<file path="src/rtl/alu_32bit.sv">
// alu_32bit: registered ALU with a 4-bit function select.
// Computes one of nine arithmetic/logic/shift operations on two WIDTH-bit
// operands. Result, carry and zero are captured together on each rising
// edge, so there is exactly one cycle of latency and no input-to-output path.
module alu_32bit #(
    parameter int WIDTH = 8
) (
    input  logic             clk,
    input  logic             rst_n,
    input  logic [WIDTH-1:0] a,
    input  logic [WIDTH-1:0] b,
    input  logic [3:0]       f,
    output logic [WIDTH-1:0] y,
    output logic             carry,
    output logic             zero
);

    typedef enum logic [3:0] {
        OP_ADD = 4'd0,
        OP_SUB = 4'd1,
        OP_MUL = 4'd2,
        OP_AND = 4'd3,
        OP_OR  = 4'd4,
        OP_XOR = 4'd5,
        OP_NOT = 4'd6,
        OP_SHL = 4'd7,
        OP_SHR = 4'd8
    } op_e;

    // One extra bit on add/sub exposes carry-out and borrow directly.
    logic [WIDTH:0]     w_sum;
    logic [WIDTH:0]     w_diff;
    logic [2*WIDTH-1:0] w_prod;
    logic [WIDTH-1:0]   w_y;
    logic               w_carry;

    assign w_sum  = {1'b0, a} + {1'b0, b};
    assign w_diff = {1'b0, a} - {1'b0, b};
    // Operands widened first so the product keeps all 2*WIDTH bits.
    assign w_prod = {{WIDTH{1'b0}}, a} * {{WIDTH{1'b0}}, b};

    // Next-result and flag selection; reserved codes yield zero with no carry.
    always_comb begin
        w_y     = '0;
        w_carry = 1'b0;
        case (f)
            OP_ADD: begin
                w_y     = w_sum[WIDTH-1:0];
                w_carry = w_sum[WIDTH];
            end
            OP_SUB: begin
                w_y     = w_diff[WIDTH-1:0];
                w_carry = w_diff[WIDTH];
            end
            OP_MUL: begin
                w_y     = w_prod[WIDTH-1:0];
                w_carry = |w_prod[2*WIDTH-1:WIDTH];
            end
            OP_AND: w_y = a & b;
            OP_OR:  w_y = a | b;
            OP_XOR: w_y = a ^ b;
            OP_NOT: w_y = ~a;
            OP_SHL: begin
                w_y     = {a[WIDTH-2:0], 1'b0};
                w_carry = a[WIDTH-1];
            end
            OP_SHR: begin
                w_y     = {1'b0, a[WIDTH-1:1]};
                w_carry = a[0];
            end
            default: begin
                w_y     = '0;
                w_carry = 1'b0;
            end
        endcase
    end

    // Output registers; zero is derived from the same next value as y.
    always_ff @(posedge clk or negedge rst_n) begin
        if (!rst_n) begin
            y     <= '0;
            carry <= 1'b0;
            zero  <= 1'b1;
        end else begin
            y     <= w_y;
            carry <= w_carry;
            zero  <= (w_y == '0);
        end
    end

endmodule

</file>
<file path="config.mk">
export PLATFORM = sky130hd
export DESIGN_NAME = alu_32bit
export DESIGN_NICKNAME = d
export VERILOG_FILES = /design/src/rtl/alu_32bit.sv
export SDC_FILE = /design/constraint.sdc
export NUM_CORES = 1
export LEC_CHECK = 0
export ABC_AREA = 1
export BUFFER_PORTS_ARGS = -buffer_cell sky130_fd_sc_hd__buf_2
export CAP_MARGIN = 20
export CORE_MARGIN = 2
export CORE_UTILIZATION = 40
export CTS_CLUSTER_DIAMETER = 30
export DETAILED_ROUTE_END_ITERATION = 7
export PLACE_DENSITY = 0.62
export SYNTH_ARGS = -nofsm -noshare
export SYNTH_HDL_FRONTEND = slang
export SYNTH_SLANG_ARGS = --single-unit
</file>
<file path="constraint.sdc">
create_clock -name clk -period 0.8 [get_ports clk]
set_input_delay 0.04 -clock clk [delete_from_list [all_inputs] [get_ports clk]]
set_output_delay 0.04 -clock clk [all_outputs]
set_load 0.02 [all_outputs]
</file>
==> run_results.csv, run 1 <==
group,metric,value,unit
power,p_leak,3.59,nW
timing,tns,-17.73,ns
status,violations,"setup timing",
synth,ys_warn_count,0,
placement,io_buffers,31,
final_layout,drive_gt1_share,35.4,%
power,total_power,10.2,mW
clock_network,cts_tree,"yes",
synth,ys_seq_area_share,6.04,%
synth,yosysTopAreaCell,"nand2_1",
timing,fin_crit,3.51,ns
placement,dpl_cell_area,0.00538,sq mm
power,ir_worst_vdd,1.28,mV
global_route,grt_pass1_wl,23200,um
placement,placed_cells,938,
placement,gp_congestion,0.993,
route,wirelength,13900,um
die,core-area,0.0102,sq mm
die,std_cell_rows,37,
critical_path,arrival,3.64,ns
timing,fin_ws,-2.71,ns
final_layout,stdcell_count,956,
timing,rsz0062_at_grt,"yes",
timing,relSlewSlack,78.2,%
synth,synth_nets,800,
synth,synth_flop_cell,"dfrtp_1",
die,die_w,106,um
min_path,min_path_type,"primary input to async pin",
timing,worst_slew_pin_slew,0.325,ns
route,drt_iter0_drc,231,
global_route,antenna_found_initial,0,
placement,post-place-ws,-3.06,ns
timing,fmax,285,MHz
clock_network,htreeDepth,1,
critical_path,cp_data_required_time,0.93,ns
final_layout,antenna_cells,0,
critical_path,path_max_fanout,5,
clock_network,cts_buffer_depth,2,
power,power_density,1660,mW/mm^2
status,outcome,"finished, violations left",
route,via_per_inst,4.84,
timing,fin_crit_sh,439,%
final_layout,fill_cells,985,
synth,synth_top_area_share,18.6,%
synth,syn_area_per_cell,6.12,sq um
critical_path,cp-start-kind,"primary input",
route,drcViolationCount,0,
placement,dp_hpwl,11300,um
global_route,gr-total-overflow,0,
clock_network,numClockSinks,10,
clock_network,cts_root_buf,"clkbuf_8",
clock_network,cts_buffers,3,
job,cap_violations,0,
critical_path,end_kind,"flop",
die,die_area,0.0112,sq mm
route,drt.antenna.violating_nets,0,
synth,syn_area,0.00416,sq mm
global_route,grt_pass1_vias,4707,
synth,yosys-top-cells-area,"nand2_1, fa_1, ha_1",
synth,yosysMostFrequentCell,"nand2_1",
die,die_h,106,um
global_route,groute.usage.overall,25.9,%
synth,synth_commonest_cells,"nand2_1, inv_1, ha_1",
route,wl_per_cell,14.5,um
clock_network,cts.clk_slew.worst_paths,0.06,ns
synth,synth_cell_types,30,
timing,setup_viol,12,
timing,report.final.slew_viol_count,0,
route,vias,4627,
synth,synth_cells,680,
die,ioPinCount,32,
final_layout,areaGrowthSynthToFinish,48.5,%
final_layout,final_cell_area,0.00618,sq mm
global_route,grt_max_degree,11,
synth,synthArstFlopShare,100,%
die,initial_utilization,40.7,%
final_layout,final_nets,941,
route,drt_pre_antenna_iters,5,
synth,synth_edf_count,0,
critical_path,path_class,"primary input to flop",
timing,hold_violations,0,
synth,synth_seq_cells,10,
report_power, final:
group | internal (mW) | switching (mW)
Sequential | 0.582 | 0.0193
Combinational | 4.15 | 4.84
Clock | 0.434 | 0.228
cell type report:
class	count	area (sq um)	area share, %
Clock buffer	4	55.1	0.891
Inverter	178	681	11.0
Multi-Input combinational cell	471	3680	59.6
Sequential cell	10	251	4.07
Tap cell	136	170	2.75
Timing Repair Buffer	157	1340	21.6
placed cells by master, fill, tap and decap left out, types with 17 or more instances in the layout:
cell     instances
nand2_1        184
inv_1          145
buf_4          102
nand3_1         39
ha_1            36
nor2_1          33
fa_1            33
inv_2           30
buf_6           27
ha_4            23
nand2_2         21
nor2_2          18
buf_2           17
kinds of logic after synthesis:
family / Yosys count / synth area share (%)
AND/OR/NAND/NOR: 337 / 34.1
adder cells (fa/ha/maj): 98 / 36.3
flip-flops: 10 / 6.04
XOR/XNOR: 3 / 0.631
buffers and inverters: 199 / 18.5
AO/OA/AOI/OAI: 33 / 4.39
final timing paths:
check / from / end / slack, ns / depth (start not counted)
worst max-delay path: a[5] / carry$_DFF_PN0_ / -2.71 / 22
worst min-delay path: rst_n / y[6]$_DFF_PN0_ / 0.21 / 2
max in group asynchronous: rst_n / zero$_DFF_PN1_ / 0.31 / 2
min in group clk: f[1] / y[0]$_DFF_PN0_ / 0.39 / 5
routing by layer:
layer / routed length [um] / vias up / global-route usage, %
li1: - / 2302 / -
met1: 5900 / 2154 / 33.0
met2: 6850 / 136 / 46.6
met3: 665 / 35 / 2.33
met4: 430 / 0 / 7.52
met5: 0 / - / 0
sequential cells by signal (all words and copies together) (netlist names):
signal,flops
zero,1
carry,1
y,8
critical path, cell delays in order:
cell	delay [ns]
buf_4	0.13
buf_6	0.12
nand2_2	0.06
inv_2	0.04
fa_1	0.52
inv_1	0.05
fa_1	0.47
inv_1	0.05
fa_1	0.47
inv_1	0.05
fa_1	0.49
inv_2	0.05
ha_4	0.30
nand2_4	0.06
nor2_2	0.14
nand3_1	0.13
nand4_1	0.10
nand2_1	0.06
nor2_1	0.10
nand3_1	0.10
nand2_1	0.07
nand2_1	0.05
metrics by stage:
stage               hold WS, ns  util (%)
finish                    0.210      60.4
global route              0.245      60.4
CTS                       0.200      58.3
detailed placement      -0.0794      52.6
global placement        -0.0818      52.6
floorplan                -0.256         -
timing repair:
action / in CTS / in global routing
pin swaps: 50 / 52
buffers inserted: 9 / 9
hold buffers: 1 / 0
setup endpoints to repair: 12 / 13
gates resized for setup: 109 / 56
endpoints found under the hold margin: 10 / 0
No activity file was read; power rests on OpenSTA's default activity.
==> run 2, diff against run 1 <==
- SETUP_SLACK_MARGIN: not set -> 0.3
==> run_results.csv, run 2 (synthesis gave the netlist of run 1 again) <==
group,metric,value,unit
power,seq_power_share,5.8,%
final_layout,fill_cells,939,
timing,relSlewSlack,75.8,%
final_layout,final-seq-area,251,sq um
global_route,antenna_found_initial,0,
timing,fin_crit_sh,433,%
global_route,gr-total-overflow,0,
route,wl_per_cell,14.1,um
timing,fin_crit,3.46,ns
clock_network,cts_tree,"yes",
power,p_int,5.45,mW
critical_path,crit_chain,"buf_8 > buf_6 > nand2_2 > inv_2 > fa_1 > inv_2 > fa_1 > inv_1 > fa_1 > inv_1 > fa_1 > inv_2 > ha_4 > buf_6 > buf_6 > nor2_4 > nor2_4 > nor2_2 > nand3_2 > nor2_1 > nand2_1 > nor2_1",
job,cap_violations,0,
route,wirelength,13700,um
timing,fin_ws,-2.66,ns
die,std_cell_rows,37,
placement,gp_congestion,0.945,
timing,hold_violations,0,
critical_path,cp-start-kind,"primary input",
clock_network,numClockSinks,10,
final_layout,final_cell_mix,"nand2_1, inv_1, buf_4",
power,p_switching,5.31,mW
route,via_per_inst,4.85,
final_layout,largest_reg_flops,8,
global_route,grt_pass1_vias,4814,
clock_network,cts_buffer_depth,2,
power,ir_worst_vdd,1.68,mV
final_layout,areaGrowthSynthToFinish,52.7,%
die,core-area,0.0102,sq mm
critical_path,slowest_delay,0.55,ns
placement,post-place-ws,-3.12,ns
die,die_area,0.0112,sq mm
critical_path,cp_data_required_time,1.00,ns
timing,setup_viol,14,
critical_path,slowest_stage,"fa_1",
power,switching_share,49.3,%
critical_path,worst-path-buf-inv,9,
status,outcome,"finished, violations left",
timing,rsz0062_at_grt,"yes",
critical_path,end_kind,"flop",
final_layout,final_nets,954,
critical_path,arrival,3.66,ns
route,vias,4703,
placement,dp_hpwl,11300,um
critical_path,path_max_fanout,4,
placement,io_buffers,31,
critical_path,cpLargestDelayFamily,"adder cells",
global_route,groute.usage.overall,24.9,%
power,clkPwrFrac,6.5,%
timing,tns,-17.60,ns
timing,report.final.slew_viol_count,0,
route,drt_pre_antenna_iters,5,
power,power_density,1690,mW/mm^2
die,initial_utilization,40.7,%
timing,worst_slew_pin_slew,0.362,ns
route,drt.antenna.violating_nets,0,
clock_network,cts_root_buf,"clkbuf_8",
final_layout,top_register,"y",
die,ioPinCount,32,
global_route,grt_max_degree,11,
final_layout,antenna_cells,0,
route,drcViolationCount,0,
clock_network,htreeDepth,1,
final_layout,final_common_cell,"nand2_1",
die,die_w,106,um
final_layout,largestRegisters,"y: 8 flops, carry: 1 flops, zero: 1 flops",
critical_path,crit_top_cell,"fa_1",
critical_path,path_class,"primary input to flop",
clock_network,cts_buffers,3,
timing,fmax,289,MHz
final_layout,drive_gt1_share,36.0,%
global_route,grt_pass1_wl,22200,um
die,die_h,106,um
final_layout,multi_input_area,0.00368,sq mm
min_path,min_path_type,"primary input to async pin",
route,drt_iter0_drc,308,
clock_network,cts.clk_slew.worst_paths,0.07,ns
power,pwr-share-comb,87.8,%
power,p_leak,3.69,nW
status,violations,"setup timing",
[run 2: changes by cell type in the layout (fill, tap and decap cells not counted), sizes merged]
cell    previous run  this run
clkbuf             5         4
buf              155       169
[run 2: layer usage]
layer	global-route usage [%]	routed length, um	up-vias
met1	30.7	5870	2224
met3	2.70	586	23
li1	-	-	2341
met2	44.9	6930	115
met5	0	0	-
met4	8.65	295	0
[run 2: worst paths after layout]
path	startpoint	end	slack, ns	cells past startpoint
setup / recovery	b[4]	zero$_DFF_PN1_	-2.66	22
hold / removal	rst_n	y[2]$_DFF_PN0_	0.19	2
max in group asynchronous	rst_n	zero$_DFF_PN1_	0.35	2
min in group clk	a[0]	y[1]$_DFF_PN0_	0.36	6
[run 2: cell type report]
class | count | area share (%)
multi-input cells | 471 | 57.9
repair buffers | 170 | 23.9
inverters | 178 | 10.7
flip-flops and latches | 10 | 3.96
well taps | 136 | 2.68
clock buffers | 4 | 0.866
[run 2: per-stage QoR]
stage	instance area, sq um	utilization [%]	total power, mW	hold slack [ns]	instances
floorplan	4470	-	5.94	-0.256	680
detailed placement	5500	53.8	8.31	-0.0729	950
global placement	5500	53.8	8.21	-0.0756	950
finish	6360	62.1	10.8	0.187	969
CTS	6160	60.2	10.3	0.194	965
global route	6360	62.1	11.8	0.211	969
[run 2: power by group through the flow]
stage,Combinational [mW],Clock (mW),Sequential (mW)
floorplan,5.24,0,0.703
global placement,7.60,0,0.608
CTS,8.95,0.697,0.620
finish,9.45,0.699,0.619
global route,10.5,0.739,0.622
detailed placement,7.70,0,0.610
[run 2: timing repair]
action | in CTS | in global routing
endpoints found under the hold margin | 10 | 0
resized for setup | 135 | 43
setup endpoints to repair | 20 | 20
setup buffers | 10 | 4
hold buffers | 1 | 0
pin swaps | 54 | 30
==> run 3, diff against run 2 <==
- SKIP_LAST_GASP: not set -> 1
==> run_results.csv, run 3 (synthesis gave the netlist of run 1 again) <==
group,metric,value,unit
status,outcome,"finished, violations left",
status,violations,"setup timing",
min_path,min_path_type,"primary input to async pin",
final_layout,fill_cells,950,
timing,fin_ws,-2.70,ns
critical_path,slowest_delay,0.53,ns
global_route,grt_pass1_vias,4782,
global_route,groute.usage.overall,24.8,%
clock_network,cts_buffer_depth,2,
placement,gp_congestion,0.945,
power,p_int,5.40,mW
critical_path,end_kind,"flop",
global_route,grt_pass1_wl,22100,um
die,core-area,0.0102,sq mm
timing,whs,0.180,ns
die,std_cell_rows,37,
global_route,grt_max_degree,11,
power,ir_worst_vdd,1.65,mV
timing,fin_crit_sh,438,%
clock_network,htreeDepth,1,
job,cap_violations,0,
clock_network,cts_tree,"yes",
route,wl_per_cell,14.0,um
route,drt_iter0_drc,191,
final_layout,antenna_cells,0,
critical_path,cp_data_required_time,1.00,ns
route,drt_pre_antenna_iters,5,
route,drt.antenna.violating_nets,0,
final_layout,final_cell_mix,"nand2_1, inv_1, buf_4",
timing,tns,-17.96,ns
die,ioPinCount,32,
placement,io_buffers,31,
critical_path,crit_top_cell,"fa_1",
power,clkPwrFrac,6.7,%
clock_network,cts.clk_slew.worst_paths,0.07,ns
timing,hold_violations,0,
global_route,gr-total-overflow,0,
final_layout,final_cell_area,0.00626,sq mm
timing,setup_viol,14,
final_layout,final_nets,955,
critical_path,slowest_stage,"fa_1",
route,drcViolationCount,0,
die,die_h,106,um
power,p_switching,5.22,mW
timing,rsz0062_at_grt,"yes",
global_route,antenna_found_initial,0,
critical_path,arrival,3.71,ns
placement,dp_hpwl,11300,um
power,switching_share,49.2,%
power,pwr-share-comb,87.5,%
die,die_area,0.0112,sq mm
placement,dpl_cell_area,0.00550,sq mm
power,total_power,10.6,mW
timing,report.final.slew_viol_count,0,
clock_network,numClockSinks,10,
die,initial_utilization,40.7,%
placement,post-place-ws,-3.12,ns
placement,placed_cells,950,
final_layout,drive_gt1_share,35.3,%
final_layout,areaGrowthSynthToFinish,50.3,%
die,die_w,106,um
route,wirelength,13600,um
critical_path,crit_chain,"buf_8 > buf_6 > buf_12 > nand2_1 > inv_1 > fa_2 > fa_1 > inv_1 > fa_1 > fa_1 > inv_2 > ha_4 > nand3_1 > nand3_4 > nand2_4 > nand2_4 > nor2_4 > nor2_2 > nand3_2 > nor2_1 > nand2_1 > nor2_1",
final_layout,largestRegisters,"y: 8 flops, carry: 1 flops, zero: 1 flops",
route,via_per_inst,4.86,
final_layout,utilization,61.2,%
final_layout,top_register,"y",
critical_path,path_max_fanout,5,
power,seq_power_share,5.8,%
critical_path,path_class,"primary input to flop",
final_layout,final_common_cell,"nand2_1",
power,power_density,1700,mW/mm^2
timing,relSlewSlack,75.0,%
clock_network,cts_buffers,3,
power,p_leak,3.67,nW
timing,fin_crit,3.50,ns
route,vias,4712,
final_layout,largest_reg_flops,8,
critical_path,cp-start-kind,"primary input",
clock_network,cts_root_buf,"clkbuf_8",
timing,worst_slew_pin_slew,0.373,ns
timing,fmax,285,MHz
final_layout,stdcell_count,970,
-- run 3: timing repair --
action,4_1_cts,5_1_grt
hold endpoints to repair,10,0
hold buffers,1,0
endpoints found under the setup margin,20,20
pin swaps,54,33
gates resized for setup,106,45
setup buffers,10,5
-- run 3: final cells by class --
| type | instances | area (sq um) | area share [%] |
|---|---|---|---|
| clock buffers | 4 | 55.1 | 0.880 |
| inverters | 178 | 676 | 10.8 |
| multi-input cells | 471 | 3630 | 58.0 |
| flip-flops and latches | 10 | 251 | 4.02 |
| well taps | 136 | 170 | 2.72 |
| repair buffers | 171 | 1480 | 23.6 |
-- run 3: power by group through the flow --
stage | clock, mW | combinational, mW | sequential (mW)
finish | 0.711 | 9.29 | 0.618
global route | 0.739 | 10.4 | 0.622
CTS | 0.697 | 8.80 | 0.620
detailed placement | 0 | 7.70 | 0.610
global placement | 0 | 7.60 | 0.608
floorplan | 0 | 5.24 | 0.703
-- run 3: worst paths after layout --
check | start | end | slack, ns | cells after the start
max in group asynchronous | rst_n | zero$_DFF_PN1_ | 0.36 | 2
worst min-delay path | rst_n | y[2]$_DFF_PN0_ | 0.18 | 2
min in group clk | f[1] | y[0]$_DFF_PN0_ | 0.41 | 5
worst max-delay path | b[4] | zero$_DFF_PN1_ | -2.70 | 22
-- run 3: routing by layer --
metal | vias to the layer above | part of all wire [%] | global-route usage (%)
li1 | 2337 | - | -
met1 | 2234 | 42 | 30.8
met2 | 119 | 51 | 44.9
met3 | 22 | 4.6 | 2.51
met4 | 0 | 2.3 | 8.27
met5 | - | 0 | 0
-- run 3: critical path: cells and delay by family --
family / cells / cell delay, ns
fa+ha+maj: 5 / 2.14
buf+inv: 6 / 0.50
simple gates: 11 / 1.03
